### src/rtl/mem_port_arbiter_if.sv
// Bundle of requester A/B request-response channels and the single-port memory channel.
// Handshake: a request transfers on the rising edge where req_valid && req_ready; ready is
// combinational and may depend on valid. Responses are one-cycle pulses with no backpressure.
interface mem_port_arbiter_if #(
  parameter int ADDR_W = 8,
  parameter int DATA_W = 32
);
  localparam int BSEL_W = DATA_W / 8;

  logic              a_req_valid;
  logic              a_req_ready;
  logic              a_req_we;
  logic [ADDR_W-1:0] a_req_addr;
  logic [DATA_W-1:0] a_req_wdata;
  logic [BSEL_W-1:0] a_req_bsel;
  logic              a_rsp_valid;
  logic [DATA_W-1:0] a_rsp_data;
  logic              a_rsp_err;

  logic              b_req_valid;
  logic              b_req_ready;
  logic              b_req_we;
  logic [ADDR_W-1:0] b_req_addr;
  logic [DATA_W-1:0] b_req_wdata;
  logic [BSEL_W-1:0] b_req_bsel;
  logic              b_rsp_valid;
  logic [DATA_W-1:0] b_rsp_data;
  logic              b_rsp_err;

  logic              mem_rd_en;
  logic [ADDR_W-1:0] mem_rd_addr;
  logic              mem_wr_en;
  logic [ADDR_W-1:0] mem_wr_addr;
  logic [DATA_W-1:0] mem_wr_data;
  logic [BSEL_W-1:0] mem_wr_bsel;
  logic [DATA_W-1:0] mem_rd_data;
  logic              mem_rd_valid;
  logic              mem_wr_ack;

  modport master (
    input  a_req_valid, a_req_we, a_req_addr, a_req_wdata, a_req_bsel,
    output a_req_ready, a_rsp_valid, a_rsp_data, a_rsp_err,
    input  b_req_valid, b_req_we, b_req_addr, b_req_wdata, b_req_bsel,
    output b_req_ready, b_rsp_valid, b_rsp_data, b_rsp_err,
    output mem_rd_en, mem_rd_addr, mem_wr_en, mem_wr_addr, mem_wr_data, mem_wr_bsel,
    input  mem_rd_data, mem_rd_valid, mem_wr_ack
  );

  modport slave (
    output a_req_valid, a_req_we, a_req_addr, a_req_wdata, a_req_bsel,
    input  a_req_ready, a_rsp_valid, a_rsp_data, a_rsp_err,
    output b_req_valid, b_req_we, b_req_addr, b_req_wdata, b_req_bsel,
    input  b_req_ready, b_rsp_valid, b_rsp_data, b_rsp_err,
    input  mem_rd_en, mem_rd_addr, mem_wr_en, mem_wr_addr, mem_wr_data, mem_wr_bsel,
    output mem_rd_data, mem_rd_valid, mem_wr_ack
  );
endinterface

### src/rtl/mem_port_arbiter.sv
// Round-robin arbiter sharing one single-port word memory between requesters A and B,
// one transaction in flight, registered per-port responses and a response timeout.
module mem_port_arbiter #(
  parameter int ADDR_W  = 8,
  parameter int DATA_W  = 32,
  parameter int TIMEOUT = 15
) (
  input  logic                      clk,
  input  logic                      arst,
  mem_port_arbiter_if.master        bus,
  output logic [1:0]                dbg_state
);
  localparam int         BSEL_W      = DATA_W / 8;
  localparam logic [7:0] TIMEOUT_CNT = 8'(TIMEOUT);
  localparam logic       PORT_A      = 1'b0;
  localparam logic       PORT_B      = 1'b1;

  typedef enum logic [1:0] {
    S_IDLE  = 2'd0,
    S_ISSUE = 2'd1,
    S_WAIT  = 2'd2
  } state_t;

  state_t            state_q, state_d;
  logic              last_grant_q, last_grant_d;
  logic              grant_q, grant_d;
  logic              we_q, we_d;
  logic [ADDR_W-1:0] addr_q, addr_d;
  logic [DATA_W-1:0] wdata_q, wdata_d;
  logic [BSEL_W-1:0] bsel_q, bsel_d;
  logic [7:0]        cnt_q, cnt_d;
  logic              a_rsp_valid_q, a_rsp_valid_d, a_rsp_err_q, a_rsp_err_d;
  logic              b_rsp_valid_q, b_rsp_valid_d, b_rsp_err_q, b_rsp_err_d;
  logic [DATA_W-1:0] a_rsp_data_q, a_rsp_data_d, b_rsp_data_q, b_rsp_data_d;

  logic any_valid;
  logic pick_b;
  logic done;

  // On a tie the port that was not served last wins.
  assign any_valid = bus.a_req_valid | bus.b_req_valid;
  assign pick_b    = bus.b_req_valid & (~bus.a_req_valid | (last_grant_q == PORT_A));
  // Only the completion kind matching the in-flight transaction counts.
  assign done      = we_q ? bus.mem_wr_ack : bus.mem_rd_valid;

  always_comb begin
    state_d       = state_q;
    last_grant_d  = last_grant_q;
    grant_d       = grant_q;
    we_d          = we_q;
    addr_d        = addr_q;
    wdata_d       = wdata_q;
    bsel_d        = bsel_q;
    cnt_d         = cnt_q;
    a_rsp_valid_d = 1'b0;
    a_rsp_err_d   = 1'b0;
    a_rsp_data_d  = '0;
    b_rsp_valid_d = 1'b0;
    b_rsp_err_d   = 1'b0;
    b_rsp_data_d  = '0;
    case (state_q)
      S_IDLE: begin
        if (any_valid) begin
          grant_d = pick_b;
          we_d    = pick_b ? bus.b_req_we    : bus.a_req_we;
          addr_d  = pick_b ? bus.b_req_addr  : bus.a_req_addr;
          wdata_d = pick_b ? bus.b_req_wdata : bus.a_req_wdata;
          bsel_d  = pick_b ? bus.b_req_bsel  : bus.a_req_bsel;
          state_d = S_ISSUE;
        end
      end
      S_ISSUE: begin
        cnt_d   = '0;
        state_d = S_WAIT;
      end
      S_WAIT: begin
        if (done || (cnt_q == TIMEOUT_CNT)) begin
          if (grant_q == PORT_B) begin
            b_rsp_valid_d = 1'b1;
            b_rsp_err_d   = ~done;
            b_rsp_data_d  = (done && !we_q) ? bus.mem_rd_data : '0;
          end else begin
            a_rsp_valid_d = 1'b1;
            a_rsp_err_d   = ~done;
            a_rsp_data_d  = (done && !we_q) ? bus.mem_rd_data : '0;
          end
          last_grant_d = grant_q;
          state_d      = S_IDLE;
        end else begin
          cnt_d = cnt_q + 8'd1;
        end
      end
      default: state_d = S_IDLE;
    endcase
  end

  always_ff @(posedge clk or posedge arst) begin
    if (arst) begin
      state_q       <= S_IDLE;
      last_grant_q  <= PORT_B;
      grant_q       <= PORT_A;
      we_q          <= 1'b0;
      addr_q        <= '0;
      wdata_q       <= '0;
      bsel_q        <= '0;
      cnt_q         <= '0;
      a_rsp_valid_q <= 1'b0;
      a_rsp_err_q   <= 1'b0;
      a_rsp_data_q  <= '0;
      b_rsp_valid_q <= 1'b0;
      b_rsp_err_q   <= 1'b0;
      b_rsp_data_q  <= '0;
    end else begin
      state_q       <= state_d;
      last_grant_q  <= last_grant_d;
      grant_q       <= grant_d;
      we_q          <= we_d;
      addr_q        <= addr_d;
      wdata_q       <= wdata_d;
      bsel_q        <= bsel_d;
      cnt_q         <= cnt_d;
      a_rsp_valid_q <= a_rsp_valid_d;
      a_rsp_err_q   <= a_rsp_err_d;
      a_rsp_data_q  <= a_rsp_data_d;
      b_rsp_valid_q <= b_rsp_valid_d;
      b_rsp_err_q   <= b_rsp_err_d;
      b_rsp_data_q  <= b_rsp_data_d;
    end
  end

  assign bus.a_req_ready = (state_q == S_IDLE) & bus.a_req_valid & ~pick_b;
  assign bus.b_req_ready = (state_q == S_IDLE) & pick_b;
  assign bus.a_rsp_valid = a_rsp_valid_q;
  assign bus.a_rsp_err   = a_rsp_err_q;
  assign bus.a_rsp_data  = a_rsp_data_q;
  assign bus.b_rsp_valid = b_rsp_valid_q;
  assign bus.b_rsp_err   = b_rsp_err_q;
  assign bus.b_rsp_data  = b_rsp_data_q;

  // Enables are decoded from state so an async reset drops them immediately.
  assign bus.mem_rd_en   = (state_q == S_ISSUE) & ~we_q;
  assign bus.mem_wr_en   = (state_q == S_ISSUE) & we_q;
  assign bus.mem_rd_addr = addr_q;
  assign bus.mem_wr_addr = addr_q;
  assign bus.mem_wr_data = wdata_q;
  assign bus.mem_wr_bsel = bsel_q;

  assign dbg_state = state_q;
endmodule

### src/flat_wrapper.sv
// flat-port wrapper written by rule: the top's interface ports become plain ports
module mem_port_arbiter_flat 
#(
  parameter int ADDR_W  = 8,
  parameter int DATA_W  = 32,
  parameter int TIMEOUT = 15
)
  (clk, arst, dbg_state, bus_a_req_valid, bus_a_req_we, bus_a_req_addr, bus_a_req_wdata, bus_a_req_bsel, bus_a_req_ready, bus_a_rsp_valid, bus_a_rsp_data, bus_a_rsp_err, bus_b_req_valid, bus_b_req_we, bus_b_req_addr, bus_b_req_wdata, bus_b_req_bsel, bus_b_req_ready, bus_b_rsp_valid, bus_b_rsp_data, bus_b_rsp_err, bus_mem_rd_en, bus_mem_rd_addr, bus_mem_wr_en, bus_mem_wr_addr, bus_mem_wr_data, bus_mem_wr_bsel, bus_mem_rd_data, bus_mem_rd_valid, bus_mem_wr_ack);
  mem_port_arbiter_if #(.ADDR_W(ADDR_W), .DATA_W(DATA_W)) bus_i ();
  input  logic clk;
  input  logic arst;
  output logic [1:0] dbg_state;
  input wire logic [$bits(bus_i.a_req_valid)-1:0] bus_a_req_valid;
  input wire logic [$bits(bus_i.a_req_we)-1:0] bus_a_req_we;
  input wire logic [$bits(bus_i.a_req_addr)-1:0] bus_a_req_addr;
  input wire logic [$bits(bus_i.a_req_wdata)-1:0] bus_a_req_wdata;
  input wire logic [$bits(bus_i.a_req_bsel)-1:0] bus_a_req_bsel;
  output wire logic [$bits(bus_i.a_req_ready)-1:0] bus_a_req_ready;
  output wire logic [$bits(bus_i.a_rsp_valid)-1:0] bus_a_rsp_valid;
  output wire logic [$bits(bus_i.a_rsp_data)-1:0] bus_a_rsp_data;
  output wire logic [$bits(bus_i.a_rsp_err)-1:0] bus_a_rsp_err;
  input wire logic [$bits(bus_i.b_req_valid)-1:0] bus_b_req_valid;
  input wire logic [$bits(bus_i.b_req_we)-1:0] bus_b_req_we;
  input wire logic [$bits(bus_i.b_req_addr)-1:0] bus_b_req_addr;
  input wire logic [$bits(bus_i.b_req_wdata)-1:0] bus_b_req_wdata;
  input wire logic [$bits(bus_i.b_req_bsel)-1:0] bus_b_req_bsel;
  output wire logic [$bits(bus_i.b_req_ready)-1:0] bus_b_req_ready;
  output wire logic [$bits(bus_i.b_rsp_valid)-1:0] bus_b_rsp_valid;
  output wire logic [$bits(bus_i.b_rsp_data)-1:0] bus_b_rsp_data;
  output wire logic [$bits(bus_i.b_rsp_err)-1:0] bus_b_rsp_err;
  output wire logic [$bits(bus_i.mem_rd_en)-1:0] bus_mem_rd_en;
  output wire logic [$bits(bus_i.mem_rd_addr)-1:0] bus_mem_rd_addr;
  output wire logic [$bits(bus_i.mem_wr_en)-1:0] bus_mem_wr_en;
  output wire logic [$bits(bus_i.mem_wr_addr)-1:0] bus_mem_wr_addr;
  output wire logic [$bits(bus_i.mem_wr_data)-1:0] bus_mem_wr_data;
  output wire logic [$bits(bus_i.mem_wr_bsel)-1:0] bus_mem_wr_bsel;
  input wire logic [$bits(bus_i.mem_rd_data)-1:0] bus_mem_rd_data;
  input wire logic [$bits(bus_i.mem_rd_valid)-1:0] bus_mem_rd_valid;
  input wire logic [$bits(bus_i.mem_wr_ack)-1:0] bus_mem_wr_ack;
  assign bus_i.a_req_valid = bus_a_req_valid;
  assign bus_i.a_req_we = bus_a_req_we;
  assign bus_i.a_req_addr = bus_a_req_addr;
  assign bus_i.a_req_wdata = bus_a_req_wdata;
  assign bus_i.a_req_bsel = bus_a_req_bsel;
  assign bus_a_req_ready = bus_i.a_req_ready;
  assign bus_a_rsp_valid = bus_i.a_rsp_valid;
  assign bus_a_rsp_data = bus_i.a_rsp_data;
  assign bus_a_rsp_err = bus_i.a_rsp_err;
  assign bus_i.b_req_valid = bus_b_req_valid;
  assign bus_i.b_req_we = bus_b_req_we;
  assign bus_i.b_req_addr = bus_b_req_addr;
  assign bus_i.b_req_wdata = bus_b_req_wdata;
  assign bus_i.b_req_bsel = bus_b_req_bsel;
  assign bus_b_req_ready = bus_i.b_req_ready;
  assign bus_b_rsp_valid = bus_i.b_rsp_valid;
  assign bus_b_rsp_data = bus_i.b_rsp_data;
  assign bus_b_rsp_err = bus_i.b_rsp_err;
  assign bus_mem_rd_en = bus_i.mem_rd_en;
  assign bus_mem_rd_addr = bus_i.mem_rd_addr;
  assign bus_mem_wr_en = bus_i.mem_wr_en;
  assign bus_mem_wr_addr = bus_i.mem_wr_addr;
  assign bus_mem_wr_data = bus_i.mem_wr_data;
  assign bus_mem_wr_bsel = bus_i.mem_wr_bsel;
  assign bus_i.mem_rd_data = bus_mem_rd_data;
  assign bus_i.mem_rd_valid = bus_mem_rd_valid;
  assign bus_i.mem_wr_ack = bus_mem_wr_ack;
  mem_port_arbiter #(.ADDR_W(ADDR_W), .DATA_W(DATA_W), .TIMEOUT(TIMEOUT)) u_core (.clk(clk), .arst(arst), .bus(bus_i), .dbg_state(dbg_state));
endmodule
### config.mk
export PLATFORM = sky130hd
export DESIGN_NAME = mem_port_arbiter_flat
export DESIGN_NICKNAME = d
export VERILOG_FILES = /design/src/rtl/mem_port_arbiter_if.sv /design/src/rtl/mem_port_arbiter.sv /design/src/flat_wrapper.sv
export SDC_FILE = /design/constraint.sdc
export NUM_CORES = 1
export LEC_CHECK = 0
export ABC_AREA = 0
export CAP_MARGIN = 5
export CORE_ASPECT_RATIO = 0.5
export CORE_MARGIN = 8
export CORE_UTILIZATION = 35
export DETAILED_ROUTE_END_ITERATION = 7
export PLACE_DENSITY = 0.72
export SLEW_MARGIN = 20
export SYNTH_ARGS = -nofsm -noshare
export SYNTH_HDL_FRONTEND = slang
export SYNTH_SLANG_ARGS = --single-unit
### constraint.sdc
create_clock -name clk -period 5 [get_ports clk]
set_clock_uncertainty 0.15 [all_clocks]
set_input_delay 1 -clock clk [delete_from_list [all_inputs] [get_ports clk]]
set_output_delay 1 -clock clk [all_outputs]
set_load 0.03 [all_outputs]
; Yosys cells after proc, flatten, opt, wreduce, memory -nomap -nowiden
; Cells that the tools add are included.
[word_totals]
elab_cells = 72
out_inout_bits = 126
ff_bits = 125
input_bits = 128
[op_classes]
bitwise = 13
eq_ne = 6
muxes = 29
addsub = 1
n_reduce_logical = 9
[ops]
columns = op, count
row1 = $mux 32, 8
row2 = $mux 8, 2
row3 = $pmux 8 s2, 1
row4 = $mux 1, 14
row5 = $add 8x1->8 const B, 1
row6 = $eq 8x4->1 const B, 1
row7 = $reduce_and 2->1, 4
row8 = $and 1x1->1, 6
row9 = $pmux 2 s3, 1
row10 = $not 1->1, 5
row11 = $mux 2, 2
row12 = $mux 4, 1
row13 = $ne 2x1->1 const B, 2
row14 = $eq 2x1->1 const B, 1
row15 = $eq 2x2->1 const B, 1
row16 = $logic_not 2->1, 1
row17 = $ne 2x2->1 const B, 1
row18 = $or 1x1->1, 2
row19 = $reduce_bool 2->1, 1
row20 = $logic_and 1x1->1, 1
row21 = $logic_not 1->1, 1
row22 = $logic_or 1x1->1, 1

; Longest topological paths before layout
[logic_depth]
word_depth = 6
mapped_depth = 6
ltp_nobuf = 5

; Worst setup path before layout
; OpenSTA, ideal clock, no wires.
[synth_timing]
path_type = input to output
startpoint = input port bus_b_req_valid
endpoint = output port bus_a_req_ready
n_path_buf = 2
required_time_ns = 3.850
path_slack_ns = 1.893
arrival_time_ns = 1.957
cell_stages = 4
path_cell_list = a21boi_0 > buf_2 > buf_2 > nor2_1
[synth_via]
elab_chain_cells = 3
[synth_rtl]
columns = element, line
row1 = from (decl), flat_wrapper.sv:22  ; input wire logic [$bits(bus_i.b_req_valid)-1:0] bus_b_req_valid;
row2 = $and 1x1->1, mem_port_arbiter.sv:42  ; assign pick_b = bus.b_req_valid & (~bus.a_req_valid | (last_grant_q == PORT_A));
row3 = $not 1->1, mem_port_arbiter.sv:131  ; assign bus.a_req_ready = (state_q == S_IDLE) & bus.a_req_valid & ~pick_b;
row4 = $and 1x1->1, mem_port_arbiter.sv:131
row5 = to (decl), flat_wrapper.sv:18  ; output wire logic [$bits(bus_i.a_req_ready)-1:0] bus_a_req_ready;
; No other way between the ends.

; Final worst setup path
[layout_timing]
startpoint = input port bus_b_req_valid
endpoint = output port bus_b_req_ready
[layout_via]
elab_chain_cells = 2
[layout_rtl]
columns = element, line
row1 = $and 1x1->1, mem_port_arbiter.sv:42
row2 = $and 1x1->1, mem_port_arbiter.sv:132  ; assign bus.b_req_ready = (state_q == S_IDLE) & pick_b;
row3 = to (decl), flat_wrapper.sv:27  ; output wire logic [$bits(bus_i.b_req_ready)-1:0] bus_b_req_ready;
; No other way between the ends.

==> metrics.yaml <==
setup_path:
  cpPeakStageDelay_ns: 0.67
  r2r_slack_ns: 2.70
  crit_path_max_fanout: 3
  r2r-end: "u_core.bus.a_rsp_data[17]"
  critPathRequiredTime_ns: 3.85
  critical_path_class: "input pin to primary output"
  crit_arrival_ns: 2.52
  r2r-start: "u_core.cnt_q[0]"
  worst-path-buf-inv: 2
  crit_path_start_kind: "input pin"
  crit_path_frequent_cell: "clkdlybuf4s50_1"
  cpMaxStageDelayCell: "clkdlybuf4s50_1"
  cp-end-kind: "primary output"
  r2r_cells: 6
  crit_family: "buffers and inverters"
  crit_chain: "clkdlybuf4s50_1 -> a21boi_4 -> and2_1 -> clkdlybuf4s50_1"
grt:
  grt_pass1_vias: 4099
  top_usage_layer: "met2"
  met2_usage: 0.291
  use_met1: 0.175
  grt-ovfl-total: 0
  grt_antenna_before_repair: 0
  grt_pass1_wl_mm: 22.9
  grtUsageMet3: 0.0428
  grt_max_degree: 86
  grt_use_total: 0.159
pwr:
  p_clk_frac: 0.280
  leakage_nw: 3.83
  powerDensity_nw_per_um2: 529
  p_sw_frac: 0.383
  p_sw_mw: 1.67
  p_int_mw: 2.70
  power_frac_comb: 0.404
  p_seq_frac: 0.316
  ir_drop_mv: 0.271
floorplanning:
  ios: 254
  die_w_um: 185
  initial_utilization: 0.352
  fp-row-count: 31
  die_area_um2: 18600
  coreArea_um2: 14200
  fp.dieH_um: 101
cts:
  post_cts.repair.setup_buffers: 0
  postCtsHoldBufs: 0
  cts.sinks: 125
  clk-insertion-delay-late_ns: 0.41
  clock-root-buffer: "clkbuf_16"
  clk_pin_slew_ns: 0.06
  cts_tree: "yes"
  cts_htree_levels: 4
  cts_resized: 0
  cts_buffer_depth: 2
  cts_buffers: 17
timing:
  setup_violations: 0
  max-slew-margin-rel: 0.403
  slew_viol_final: 0
  fin_crit_ns: 3.67
  max_freq_mhz: 273
  worst_slew_pin_slew_ns: 0.895
  hold_violations: 0
  post-route-period-util: 0.733
  tns_ns: 0
  rsz0062_at_grt: "no"
synthesis:
  synth_top_area_share: 0.620
  synth_area_leaders: "dfrtp_1 (62%), mux2i_1 (9.4%), and3_1 (8.1%), a21oi_1 (4.6%), nor2_1 (3.6%)"
  yosysSeqAreaShare: 0.625
  synth_most_common_cell: "dfrtp_1"
  synth_area_leader_cell: "dfrtp_1"
  syn_avg_cell_area_um2: 11.9
  synth_edf_count: 0
  ys_top_cells_by_count: "dfrtp_1 (124), and3_1 (65), nor2_1 (48), mux2i_1 (47), a21oi_1 (46)"
  synth_cells: 420
  postSynth.asyncResetShare: 1.00
  synth_fp_nets: 549
  syn_area_um2: 5010
  synth_cell_types: 36
  synth-seq-cells: 125
  yosysWarnings: 0
  synth-main-ff-cell: "dfrtp_1"
route:
  drcViolationCount: 0
  first_pass_iters: 4
  viasPerCell: 4.53
  routed_wl_mm: 14.9
  drt_iter0_markers: 166
  wl_per_cell_um: 17.1
  detail-route-antenna-nets: 0
  vias: 3950
worst_hold_path:
  holdPathEnd: "u_core.cnt_q[3]"
  hp-start: "u_core.cnt_q[3]"
  min_path_cells: 1
  min_path_type: "flop to flop"
cells_and_area:
  synthToLayoutAreaGrowth_pct: 65.3
  antenna-diode-count: 0
  nNetsFinal: 791
  drive_gt1_frac: 0.0786
  final_cells: 872
placed_design:
  numPortBuffers: 253
  dp.cells: 838
  place_hpwl_mm: 10.9
  gp_congestion: 0.699
run:
  max_cap_violations: 0
status:
  run_status: "complete, no violations"
[routing by layer]
metal | vias to the layer above | wire length, um | part of all wire
met2 | 118 | 8070 | 0.54
met5 | - | 0 | 0
met3 | 18 | 885 | 0.059
li1 | 1939 | - | -
met4 | 0 | 233 | 0.016
met1 | 1875 | 5750 | 0.38
[worst max-delay path by stage]
stage                                from                       end  slack [ns]  depth (start not counted)
after detailed placement  bus_a_req_valid           bus_b_req_ready        1.34                          4
after global placement    bus_a_req_valid           bus_b_req_ready        1.37                          4
after CTS                 bus_a_req_valid           bus_b_req_ready        1.33                          4
after floorplan                      arst  u_core.bus.a_rsp_data[0]        0.52                          1
final                     bus_b_req_valid           bus_b_req_ready        1.33                          4
after global routing      bus_a_req_valid           bus_b_req_ready        1.27                          4
[layout make-up]
type | count | area, um^2
clock buffer | 17 | 425
clock inverter | 14 | 156
fill | 1191 | 5960
inverter | 3 | 16.3
multi-input combinational | 254 | 1670
sequential | 125 | 3130
tap | 198 | 248
timing repair buffer | 261 | 2630
[cells in the final DEF, fill, tap and decap left out, types with 3 or more instances in the layout]
cell type          n
clkdlybuf4s50_1  253
dfrtp_1          124
and3_1            65
nor2_1            48
mux2i_1           47
a21oi_1           46
clkbuf_16         17
nand2_1            9
nand3_1            8
inv_6              7
buf_4              5
o21ai_0            3
clkinv_4           3
[kinds of logic after synthesis]
logic type      synth area share
simple gates               0.160
flops                      0.625
compound gates            0.0612
mux                        0.104
buf+inv                   0.0450
xor+xnor                 0.00175
fa+ha+maj                0.00250
[sequential cells by signal, indices dropped and copies added, names as in the netlist]
register and count:
u_core.bus.mem_wr_bsel 4, u_core.we_q 1, u_core.dbg_state 2, u_core.grant_q 1, u_core.last_grant_q 1, u_core.bus.b_rsp_data 32, u_core.bus.a_rsp_err 1, u_core.bus.b_rsp_valid 1
u_core.cnt_q 8, u_core.bus.mem_rd_addr 8, u_core.bus.a_rsp_data 32, u_core.bus.b_rsp_err 1, u_core.bus.a_rsp_valid 1, u_core.bus.mem_wr_data 32
[stage by stage]
step                setup slack [ns]  cell area (um^2)  total power [mW]   util  hold slack, ns
finish                          1.33              8270              4.37  0.581           0.357
global placement                1.37              7630              3.13  0.536           0.330
global route                    1.27              8270              4.60  0.581           0.381
CTS                             1.33              8210              4.41  0.577           0.353
detailed placement              1.34              7630              3.17  0.536           0.345
floorplan                      0.524              5010              2.45      -           0.302
[power groups by stage]
stage	clock, mW	combinational [mW]	sequential [mW]
floorplan	0	0.669	1.78
global placement	0	1.74	1.39
detailed placement	0	1.76	1.40
CTS	1.25	1.77	1.39
global route	1.30	1.89	1.42
finish	1.23	1.76	1.38
Power figures use the tool's default switching activity.
==> patch 1 (config.mk and constraints unchanged) <==
Register the output `dbg_state` once more, with the module's reset; this adds one clock of latency there. The other outputs are not delayed to match.
--- a/src/rtl/mem_port_arbiter.sv
+++ b/src/rtl/mem_port_arbiter.sv
@@ -145,6 +145,12 @@
   assign bus.mem_wr_data = wdata_q;
   assign bus.mem_wr_bsel = bsel_q;
 
-  assign dbg_state = state_q;
+  always_ff @(posedge clk or posedge arst) begin
+    if (arst) begin
+      dbg_state <= '0;
+    end else begin
+      dbg_state <= state_q;
+    end
+  end
 endmodule
 
Check against the original RTL: not equivalent (a bounded check fails within 4 cycles, from zero or initial values and one cycle with arst high).
==> patch 1 against the original RTL <==
First-iteration DRC count down 21%; final area rose by 0.56%; worst setup slack got worse by 21 ps; area after synthesis rose by 0.12%; clock power up 3%; sequential cell count is 2 higher; power increased by 0.87%; routed wire length rose by 1.3%; largest cell class unchanged; largest power group unchanged; highest routed layer unchanged.
==> patch 1: results (changes against the original RTL) <==
status finished, final reports clean (unchanged); Max rail drop VDD 0.294 mV (was 0.271 mV); NonClk Buf Share 31.2% (was 31.8%); cell count after synthesis 425 (was 420); largest cells by area after synthesis dfrtp_1, mux2i_1, and3_1 (unchanged); CLK BUF 20 (was 17); Power Internal 2.78 mW (was 2.70 mW); initial antenna violation count 0 (unchanged); vias in the first global route 4,290 (was 4,099); routed length per instance 17.2 um (was 17.1 um); met1 GRT Util 17.4% (was 17.5%); Comb pwr share 39.3% (was 40.4%); most frequent cells after synthesis dfrtp_1, and3_1, nor2_1 (unchanged); DP Wirelength 11.3 mm (was 10.9 mm); invs w/o clock 5 (was 3); global-route wire length before repair 23.5 mm (was 22.9 mm); sequential share of cell area 38.2% (was 37.8%); P_leak 3.84 nW (was 3.83 nW); placed cell count 847 (was 838); clock transition at the registers of the reported paths 60 ps (about the same); routing usage on met3 4.50% (was 4.28%); CTS sink count 127 (was 125); n_diodes 0 (unchanged); FMAX 271 MHz (was 273 MHz); metal3 WL 1.02 mm (was 885 um); Min Hold Slack 333 ps (was 357 ps); Final nets 797 (was 791); Syn Nets 554 (was 549); initial DRC count 131 (was 166); Worst-Margin Slew 779 ps (was 895 ps); dpl cell area 7700 um^2 (was 7630 um^2); R2R Setup Slk 2630 ps (was 2700 ps); Reg power frac 32.0% (was 31.6%); fillers 1,188 (was 1,191); WL met1 5.66 mm (was 5.75 mm); met2 usage 30.0% (was 29.1%); via count 4,009 (was 3,950); nonclk buf count 260 (was 261); comb_multi_in 257 (was 254); Final Instance Area 8320 um^2 (was 8270 um^2); share of cells above drive strength 1 7.78% (was 7.86%); post-route insts no fill 879 (was 872); GP Congestion 0.767 (was 0.699); GRT Overall Usage 16.0% (was 15.9%); ClkCell Share 7.40% (was 7.03%); Seq/Total Area, Yosys 63.4% (was 62.5%); router iterations before antenna repair 4 (unchanged); P_sw 1.63 mW (was 1.67 mW); WP data arrival 2540 ps (was 2520 ps); pre-CTS WS 1330 ps (was 1340 ps); largest net degree at the start of global routing 88 (was 86); core area 14,200 um^2 (unchanged); Clk Latency, worst-skew pair 400 ps; multi-input logic area 1660 um^2 (was 1670 um^2); DR WL met2 8.29 mm (was 8.07 mm); ANT nets after route 0 (unchanged)
## patch 1: critical path, stage by stage
cell and delay, ps:
clkdlybuf4s50_1 500, a21boi_4 200, and2_1 170, clkdlybuf4s50_1 670
## patch 1: final timing paths
check                                  start                         to  cells after the start
max in group asynchronous               arst  u_core.bus.a_rsp_data[16]                      3
hold reg to reg               u_core.grant_q       u_core.bus.a_rsp_err                      1
setup / recovery             bus_a_req_valid            bus_b_req_ready                      4
min in group asynchronous               arst   u_core.bus.b_rsp_data[7]                      2
setup reg to reg           u_core.state_q[1]  u_core.bus.mem_wr_data[1]                      5
hold / removal                u_core.grant_q       u_core.bus.a_rsp_err                      1
## patch 1: kinds of logic (layout without fill, tap and decap cells)
family          count (synthesis)  count (layout)  share of synthesized area (%)
mux                            49              49                           9.91
buf+inv                        41             297                           3.84
fa+ha+maj                       1               1                          0.250
compound gates                 60              60                           6.79
simple gates                  147             147                           15.8
flops                         127             127                           63.4
==> patch 2 (same flow settings) <==
Made on the original files. `DATA_W` is set to 32 in 3 places; all go to 24.
--- a/src/rtl/mem_port_arbiter_if.sv
+++ b/src/rtl/mem_port_arbiter_if.sv
@@ -3,7 +3,7 @@
 // combinational and may depend on valid. Responses are one-cycle pulses with no backpressure.
 interface mem_port_arbiter_if #(
   parameter int ADDR_W = 8,
-  parameter int DATA_W = 32
+  parameter int DATA_W = 24
 );
   localparam int BSEL_W = DATA_W / 8;
 
--- a/src/rtl/mem_port_arbiter.sv
+++ b/src/rtl/mem_port_arbiter.sv
@@ -2,7 +2,7 @@
 // one transaction in flight, registered per-port responses and a response timeout.
 module mem_port_arbiter #(
   parameter int ADDR_W  = 8,
-  parameter int DATA_W  = 32,
+  parameter int DATA_W  = 24,
   parameter int TIMEOUT = 15
 ) (
   input  logic                      clk,
--- a/src/flat_wrapper.sv
+++ b/src/flat_wrapper.sv
@@ -2,7 +2,7 @@
 module mem_port_arbiter_flat 
 #(
   parameter int ADDR_W  = 8,
-  parameter int DATA_W  = 32,
+  parameter int DATA_W  = 24,
   parameter int TIMEOUT = 15
 )
   (clk, arst, dbg_state, bus_a_req_valid, bus_a_req_we, bus_a_req_addr, bus_a_req_wdata, bus_a_req_bsel, bus_a_req_ready, bus_a_rsp_valid, bus_a_rsp_data, bus_a_rsp_err, bus_b_req_valid, bus_b_req_we, bus_b_req_addr, bus_b_req_wdata, bus_b_req_bsel, bus_b_req_ready, bus_b_rsp_valid, bus_b_rsp_data, bus_b_rsp_err, bus_mem_rd_en, bus_mem_rd_addr, bus_mem_wr_en, bus_mem_wr_addr, bus_mem_wr_data, bus_mem_wr_bsel, bus_mem_rd_data, bus_mem_rd_valid, bus_mem_wr_ack);
Ports: changed (9 resized); port bits go from 254 to 203. No check against the original RTL was run, so the function may have changed too.
==> patch 2 against the original RTL <==
Final area is 22% lower; routed wire length down 20%; area after synthesis is 19% lower; sequential share of layout area is 0.84 points higher; clock power decreased by 42%; critical path type unchanged; largest power group unchanged; sequential cell count is 25 lower; power is 25% lower; worst setup slack got worse by 200 ps; global-route usage fell by 0.74 points.
==> patch 2: results (changes against the original RTL) <==
fillers 950 (was 1,191); P_leak 3.02 nW (was 3.83 nW); most frequent cells after synthesis dfrtp_1, and3_1, nor2_1 (unchanged); WL met1 4.36 mm (was 5.75 mm); DP Wirelength 9.23 mm (was 10.9 mm); GP Congestion 0.801 (was 0.699); port bufs 202 (was 253); DR WL met2 6.64 mm (was 8.07 mm); Inserted Clock Buffers 9 (was 17); vias in the first global route 3,352 (was 4,099); R2R Setup Slk 2640 ps (was 2700 ps); Max rail drop VDD 0.203 mV (was 0.271 mV); library cells used by synthesis 34 (was 36); Syn Nets 448 (was 549); share of cells above drive strength 1 6.31% (was 7.86%); largest cells by area after synthesis dfrtp_1, mux2i_1, and3_1 (unchanged); GRT Overall Usage 15.2% (was 15.9%); initial DRC count 161 (was 166); H-tree depth 3 (was 4); WP data arrival 2710 ps (was 2520 ps); Final nets 637 (was 791); status finished, final reports clean (unchanged); Clk Latency, worst-skew pair 340 ps (was 410 ps); largest net degree at the start of global routing 53 (was 86); worst r2r dst u_core.bus.mem_rd_addr[2] (was u_core.bus.a_rsp_data[17]); Rel. slew slack 37.7% (was 40.3%)
patch 2: cell types whose count changed in the layout (fill, tap and decap cells not counted), sizes merged, moves of 8 or more:
cell           unedited run  this run
dfrtp                   124        99
a21oi                    47        38
clkbuf                   17         9
mux2i                    48        38
clkdlybuf4s50           253       202
nor2                     48        40
and3                     65        52
patch 2: final cells by class:
class                   count  area (um^2)  area share [%]
inverters                   3         13.8           0.213
multi-input cells         212         1390            21.5
repair buffers            208         2070            31.9
flip-flops and latches    100         2500            38.7
clock inverters             7         92.6            1.43
clock buffers               9          225            3.48
well taps                 145          181            2.80
patch 2: power by group:
group / leakage [nW] / total [mW] / switching [mW] / internal (mW)
logic: 1.59 / 1.45 / 0.874 / 0.579
clock network: 0.155 / 0.716 / 0.316 / 0.400
registers: 1.28 / 1.11 / 0.119 / 0.994
patch 2: through the flow:
stage          instance area, um^2  hold WS, ps  instances  utilization [%]  worst slack [ps]
4_1_cts                       6480          379        684             58.1              1140
2_1_floorplan                 4070          312        345                -              1230
6_report                      6480          376        684             58.1              1140
5_1_grt                       6480          393        684             58.1              1040
3_3_place_gp                  6160          354        668             55.2              1150
3_5_place_dp                  6160          367        668             55.2              1150
patch 2: routing by layer:
layer  vias to the layer above  track usage, %
li1                       1573               -
met1                      1545            15.0
met2                        79            29.5
met3                        11            5.73
met4                         0            3.99
met5                         -               0
patch 2: cell families after synthesis:
kind of cell	share of synthesized area, %
buffers and inverters	4.52
flip-flops	61.6
AO/OA/AOI/OAI	7.08
multiplexers	9.73
AND/OR/NAND/NOR	16.8
adder cells (fa/ha/maj)	0.308
patch 2: worst max-delay path by stage:
stage                     from                        to  slack [ps]  cells after the start
2_1_floorplan             arst  u_core.bus.a_rsp_data[0]        1230                      1
3_3_place_gp   bus_a_req_valid           bus_a_req_ready        1150                      5
3_5_place_dp   bus_a_req_valid           bus_a_req_ready        1150                      5
4_1_cts        bus_a_req_valid           bus_a_req_ready        1140                      5
5_1_grt        bus_a_req_valid           bus_a_req_ready        1040                      5
6_report       bus_a_req_valid           bus_a_req_ready        1140                      5
